### config.mk
export PLATFORM = sky130hd
export DESIGN_NAME = sha1_step_ctrl
export DESIGN_NICKNAME = d
export VERILOG_FILES = /design/src/rtl/sha1_step_ctrl.sv
export SDC_FILE = /design/constraint.sdc
export NUM_CORES = 1
export LEC_CHECK = 0
export BUFFER_PORTS_ARGS = -buffer_cell sky130_fd_sc_hd__buf_2
export CAP_MARGIN = 10
export CORE_ASPECT_RATIO = 0.8
export CORE_MARGIN = 1
export CORE_UTILIZATION = 43
export CTS_CLUSTER_DIAMETER = 100
export DETAILED_ROUTE_END_ITERATION = 16
export PLACE_DENSITY_LB_ADDON = 0.12
export SYNTH_ARGS = -nofsm -noshare
export SYNTH_HDL_FRONTEND = slang
export SYNTH_SLANG_ARGS = --single-unit
### constraint.sdc
create_clock -name sys_clk -period 3.1 [get_ports sys_clk]
set_input_delay 0.465 -clock sys_clk [delete_from_list [all_inputs] [get_ports sys_clk]]
set_output_delay 0.465 -clock sys_clk [all_outputs]
set_load 0.02 [all_outputs]
### src/rtl/sha1_step_ctrl.sv
// sha1_step_ctrl: round sequencer for the SHA-1 core.
//
// Samples the divided clock (tick_clk) as data and synchronizes it into the
// sys_clk domain. It turns each rising edge into a one-cycle round step, and
// produces the load strobe, round index and round-function select that the
// hash datapath consumes.
//
// Ports:
//   sys_clk    in   system clock, the only clock in the block
//   sys_rst    in   synchronous active-low reset
//   tick_clk   in   divided clock, asynchronous, treated as data
//   start      in   request to hash one block
//   abort      in   cancel the block in progress
//   load       out  one-cycle strobe: load message block and H0..H4
//   round_en   out  one-cycle strobe: execute round round_idx
//   round_idx  out  current round number
//   f_sel      out  round-function group decoded from round_idx
//   busy       out  high while loading or running
//   done       out  high once all rounds have been stepped
module sha1_step_ctrl #(
   parameter int unsigned ROUNDS      = 80,
   parameter int unsigned SYNC_STAGES = 2
) (
   input  logic       sys_clk,
   input  logic       sys_rst,
   input  logic       tick_clk,
   input  logic       start,
   input  logic       abort,
   output logic       load,
   output logic       round_en,
   output logic [6:0] round_idx,
   output logic [1:0] f_sel,
   output logic       busy,
   output logic       done
);

   localparam int unsigned IDX_W     = 7;
   localparam int unsigned PRIME_MAX = SYNC_STAGES + 1;
   localparam int unsigned PRIME_W   = $clog2(PRIME_MAX + 1);

   localparam logic [IDX_W-1:0]   LAST_IDX   = IDX_W'(ROUNDS - 1);
   localparam logic [PRIME_W-1:0] PRIME_DONE = PRIME_W'(PRIME_MAX);

   localparam logic [IDX_W-1:0] GRP1_START = IDX_W'(20);
   localparam logic [IDX_W-1:0] GRP2_START = IDX_W'(40);
   localparam logic [IDX_W-1:0] GRP3_START = IDX_W'(60);

   generate
      if (SYNC_STAGES < 2) begin : g_bad_sync
         $error("sha1_step_ctrl: SYNC_STAGES must be at least 2");
      end
      if (ROUNDS < 1 || ROUNDS > 128) begin : g_bad_rounds
         $error("sha1_step_ctrl: ROUNDS must fit the 7-bit round index");
      end
   endgenerate

   typedef enum logic [1:0] {
      ST_IDLE = 2'd0,
      ST_LOAD = 2'd1,
      ST_RUN  = 2'd2,
      ST_DONE = 2'd3
   } state_t;

   state_t                 state;
   logic [SYNC_STAGES-1:0] sync_q;
   logic                   hist_q;
   logic [PRIME_W-1:0]     prime_q;
   logic                   primed;
   logic                   tick;

   // Synchronizer chain, edge-detect history flop and post-reset prime counter.
   always_ff @(posedge sys_clk) begin
      if (!sys_rst) begin
         sync_q  <= '0;
         hist_q  <= 1'b0;
         prime_q <= '0;
      end else begin
         sync_q  <= {sync_q[SYNC_STAGES-2:0], tick_clk};
         hist_q  <= sync_q[SYNC_STAGES-1];
         if (prime_q != PRIME_DONE) begin
            prime_q <= prime_q + PRIME_W'(1);
         end
      end
   end

   // Edges are ignored until the chain has refilled after reset, so a
   // tick_clk that is already high at release is not seen as a rising edge.
   assign primed = (prime_q == PRIME_DONE);
   assign tick   = sync_q[SYNC_STAGES-1] & ~hist_q & primed;

   // Sequencer with registered strobes and status.
   always_ff @(posedge sys_clk) begin
      if (!sys_rst) begin
         state     <= ST_IDLE;
         load      <= 1'b0;
         round_en  <= 1'b0;
         round_idx <= '0;
         busy      <= 1'b0;
         done      <= 1'b0;
      end else begin
         load     <= 1'b0;
         round_en <= 1'b0;
         case (state)
            ST_IDLE, ST_DONE: begin
               if (start) begin
                  state     <= ST_LOAD;
                  load      <= 1'b1;
                  round_idx <= '0;
                  busy      <= 1'b1;
                  done      <= 1'b0;
               end
            end
            ST_LOAD: begin
               // Ticks landing in the load cycle are dropped.
               if (abort) begin
                  state     <= ST_IDLE;
                  round_idx <= '0;
                  busy      <= 1'b0;
               end else begin
                  state <= ST_RUN;
               end
            end
            ST_RUN: begin
               if (abort) begin
                  state     <= ST_IDLE;
                  round_idx <= '0;
                  busy      <= 1'b0;
               end else if (round_en) begin
                  // Advance the index only after the datapath has used it.
                  if (round_idx == LAST_IDX) begin
                     state <= ST_DONE;
                     busy  <= 1'b0;
                     done  <= 1'b1;
                  end else begin
                     round_idx <= round_idx + IDX_W'(1);
                  end
               end else if (tick) begin
                  round_en <= 1'b1;
               end
            end
            default: begin
               state     <= ST_IDLE;
               round_idx <= '0;
               busy      <= 1'b0;
               done      <= 1'b0;
            end
         endcase
      end
   end

   // Round-function group, decoded from the registered index.
   always_comb begin
      f_sel = 2'd3;
      if (round_idx < GRP1_START) begin
         f_sel = 2'd0;
      end else if (round_idx < GRP2_START) begin
         f_sel = 2'd1;
      end else if (round_idx < GRP3_START) begin
         f_sel = 2'd2;
      end
   end

endmodule

### Word level (Yosys, flattened, before mapping)

Cells that the tools add are included.

| operators by class | value |
|---|---|
| $add $sub $neg | 2 |
| order comparisons | 3 |
| equal/unequal tests | 14 |
| multiplexer cells | 28 |
| bitwise logic cells | 5 |
| reductions and logical operators | 9 |

Operator list:

| cell | number |
|---|---|
| 2-to-1 mux 7 bit | 5 |
| one-hot mux 7 bit (3 select lines) | 1 |
| < comparator 7 x 6 -> 1 bit, second input constant | 2 |
| 2-to-1 mux 2 bit | 7 |
| 2-to-1 mux 1 bit | 12 |
| != test 2 bit, second input constant | 6 |
| != test 3 bit, second input constant | 3 |
| AND reduction 4 bit | 2 |
| adder 7 x 1 -> 7 bit, second input constant | 1 |
| equality test 7 bit, second input constant | 1 |
| < comparator 7 x 5 -> 1 bit, second input constant | 1 |
| equality test 2 bit, second input constant | 3 |
| one-hot mux 2 bit (3 select lines) | 1 |
| AND reduction 5 bit | 1 |
| OR reduction 4 bit | 1 |
| NOT 1 bit | 3 |
| one-hot mux 1 bit (3 select lines) | 1 |
| AND reduction 3 bit | 1 |
| adder 2 x 1 -> 2 bit, second input constant | 1 |
| AND 1 bit | 2 |
| equality test 2 x 1 -> 1 bit, second input constant | 1 |
| logical NOT 2 bit | 1 |
| one-hot mux 1 bit (2 select lines) | 1 |
| AND reduction 2 bit | 1 |
| other kinds (2) | 2 |

| storage, ports and cells | value |
|---|---|
| register bits after elaboration | 18 |
| input bits | 5 |
| output and inout port bits | 13 |
| logic and storage cells | 70 |

### Longest topological paths before layout

| logic depth | value |
|---|---|
| depth in word-level cells | 5 |
| gate-level depth with buffers | 7 |
| depth with buffers taken out | 7 |

### Worst setup path before layout

Ideal clock, no wire load.

| timing path | value |
|---|---|
| path type | register to output |
| start | reg round_idx[5] |
| end | out f_sel[0] |
| data arrival time | 1435 ps |
| data required time | 2635 ps |
| slack | 1200 ps |
| stages on the path, launching flop included | 4 |
| buffers on the path | 0 |
| cells stage by stage | dfxtp_1 inv_1 maj3_1 a221o_1 |

| on the way | value |
|---|---|
| word-level cells in the longest chain between the ends | 4 |
| elaborated cells on any way between the ends | 6 |
| classes of those cells | 3 x order compare; 3 x mux |

Ends and longest elaborated chain:

| element | RTL line | source |
|---|---|---|
| start, declared | 31 | `output logic [6:0] round_idx,` |
| start signal, assigned | 135 | `round_idx <= round_idx + IDX_W'(1);` |
| < comparator 7 x 6 -> 1 bit | 158 | `end else if (round_idx < GRP3_START) begin` |
| 2-to-1 mux 1 bit | 158 |  |
| 2-to-1 mux 2 bit | 156 | `end else if (round_idx < GRP2_START) begin` |
| 2-to-1 mux 2 bit (*) | 154 | `if (round_idx < GRP1_START) begin` |
| end, declared | 32 | `output logic [1:0] f_sel,` |

Mark *: on every way between the ends. The rest lies on a longest branch, timed or not.

### Worst setup path after layout

Ends and elaborated chain as after synthesis.

==> metrics.md <==
| Metric | Value |
|---|---|
| Fin. Hold Viols | `0` |
| Met3 GRT Util | `6.45%` |
| Hpwl dp | `1280 µm` |
| Row Count | `14` |
| Core area | `0.00193 mm²` |
| Mapped Nets | `110` |
| Setup TNS | `0 ns` |
| CTS Sinks | `18` |
| I/O pin count | `18` |
| Met1 Resource Use GR | `22.6%` |
| CTS tree | `done` |
| Compound-Gate Fraction of Synth Area | `18.2%` |
| Final period utilization | `72.0%` |
| DR vias | `793` |
| Mapped Avg Cell Area | `8.98 µm²` |
| # diodes | `0` |
| Critical path capture point type | `primary output` |
| Filler Cells Inserted | `201` |
| Post-Synth Adder-Cell Area | `6.62%` |
| Hold_buf cts | `0` |
| Post-CTS repair timing setup buffer count | `0` |
| Data required time of the worst path | `2.63 ns` |
| Crit path max fanout | `7` |
| FF+latch area | `360 µm²` |
| Longest Clk Path Bufs | `2` |
| Largest family of logic cells by synthesized area | `simple AND/OR/NAND/NOR gates` |
| I/O Buffers | `17` |
| Grt ovf | `0` |
| Clk slew on worst S/H paths | `0.11 ns` |
| Largest net degree at the start of global routing | `19` |
| Wire per inst | `12.4 µm` |
| Via density | `5.58` |
| Max_cap viols | `0` |
| Num CTS Buffers | `3` |
| RSZ-0062 raised after global routing | `no` |
| Slew Limit Fails | `0` |
| Met2 usage | `25.3%` |
| Startpoint types | `flop` |
| Post-synthesis simple-gate area fraction | `27.6%` |
| Top_reg_cell synth | `dfxtp_1` |
| Minimum clock period after layout | `2.23 ns` |
| Vias in the first global route | `682` |
| Routed WL | `1760 µm` |
| Maximum VDD drop | `0.344 mV` |
| Clk_lat worst skew | `0.29 ns` |
| P&R area growth vs syn | `13.2%` |
| Leak | `0.000519 µW` |
| # resized after CTS | `0` |
| Global-route wire length before repair | `2880 µm` |
| Tot Pwr | `464 µW` |
| Nets | `128` |
| Initial antenna violation count | `0` |
| Antenna Nets Post-Route | `0` |
| Syn Std Cell Area | `907 µm²` |
| Placer Congestion | `0.819` |
| Worst-margin pin slew | `0.315 ns` |
| Sequential area share after synthesis | `39.7%` |
| DR pass1 iterations | `4` |
| # DRC | `0` |
| Unique masters post-synth | `34` |
| Share of cells above drive strength 1 | `22.0%` |
| GRT Total Usage | `17.3%` |
| Most common cell after layout, fill and taps aside | `dfxtp_1` |
| Multiplexer share of the synthesized area | `2.21%` |
| H-Tree Depth | `1` |
| HP Class | `in2reg` |
| Xor/xnor share of the synthesized area | `0.966%` |
| Status | `complete, no violations` |
| Iter 0 DRT Violations | `19` |
| F_max | `448 MHz` |
| #FFs+latches synth | `18` |
| Power Density | `452 mW/mm²` |
| Max Clock Skew | `0.00299 ns` |
| Die area | `0.00230 mm²` |
| Synth async-reset ratio | `0%` |
| Final setup viols | `0` |
| Most frequent cells in the layout | `dfxtp_1, buf_2, nand2_1` |
| Die height | `43.1 µm` |
| Headroom to the max-slew limit | `79.0%` |
| Multi-input logic area | `504 µm²` |
| Post-Synthesis Cells | `101` |
| EDFF count, synth | `0` |
| Setup CP Type | `reg2out` |
| CTS Root Cell | `clkbuf_4` |
| Busiest layer in global routing | `met2` |
| Starting Density | `47.1%` |
| CP arrival | `1.77 ns` |
| YS warnings | `0` |
| Chip Width | `53.4 µm` |
==> sequential cells by signal, summed over array words and instances, names as in the netlist <==
register / flops
busy: 1
done: 1
hist_q: 1
load: 1
prime_q: 2
round_en: 1
round_idx: 7
state: 2
sync_q: 2
==> critical path, cell delays in order, from the launching register on <==
cell and delay, ns:
dfxtp_1 0.44, inv_1 0.14, maj3_1 0.37, a221o_1 0.36, buf_2 0.16
==> cells by family (layout without fill, tap and decap cells) <==
group,after synthesis,after routing
xor+xnor,1,1
simple gates,43,43
compound gates,25,25
mux,2,2
buf+inv,7,24
flops,18,18
fa+ha+maj,5,5
==> per-layer routing <==
layer / wire [µm] / up-vias
met1: 876 / 373
met5: 0 / -
li1: - / 395
met4: 18 / 0
met2: 752 / 23
met3: 108 / 2
==> power by group <==
group	switching [µW]	internal [µW]	total [µW]	leakage (µW)
Combinational	37.5	28.7	66.2	0.000351
Clock	75.4	71.6	147	0.0000210
Sequential	6.41	244	251	0.000147
Total	119	345	464	0.000519
==> final cells by class <==
class,instances,area share (%)
clock buffers,4,3.53
well taps,24,2.92
inverters,3,1.10
flip-flops and latches,18,35.1
repair buffers,17,8.28
multi-input cells,76,49.1
==> synth_stat cells, types with 2 or more instances <==
library cell,n,area share [%]
nand3_1,4,2.2
inv_1,3,1.2
nand2_1,13,5.4
ha_1,4,5.5
and2_1,5,3.4
o21ai_0,10,5.5
buf_4,2,1.7
nor2b_1,2,1.4
dfxtp_1,18,40
nand4_1,3,2.1
and3_1,3,2.1
nor2_1,5,2.1
a31oi_1,2,1.4
nand2b_1,2,1.4
a21oi_1,3,1.7
o21bai_1,2,1.7
o211ai_1,2,1.7
mux2i_1,2,2.2
==> per-stage QoR <==
stage | setup WS (ns) | instance area, µm² | instances | hold slack [ns] | utilization, %
CTS | 0.879 | 1030 | 142 | 0.368 | 53.3
floorplan | 1.20 | 907 | 101 | 0.412 | -
detailed placement | 1.23 | 991 | 138 | 0.424 | 51.4
global route | 0.829 | 1030 | 142 | 0.358 | 53.3
global placement | 1.27 | 991 | 138 | 0.415 | 51.4
finish | 0.869 | 1030 | 142 | 0.372 | 53.3
==> path summary, 6_finish.rpt <==
check	start	to	slack, ns	cells past startpoint
hold reg to reg	sync_q[0]	sync_q[1]	0.45	1
hold / removal	tick_clk	sync_q[0]	0.37	2
setup / recovery	round_idx[5]	f_sel[0]	0.87	4
setup reg to reg	state[0]	round_idx[5]	1.33	7
(Power assumes the default switching activity.)
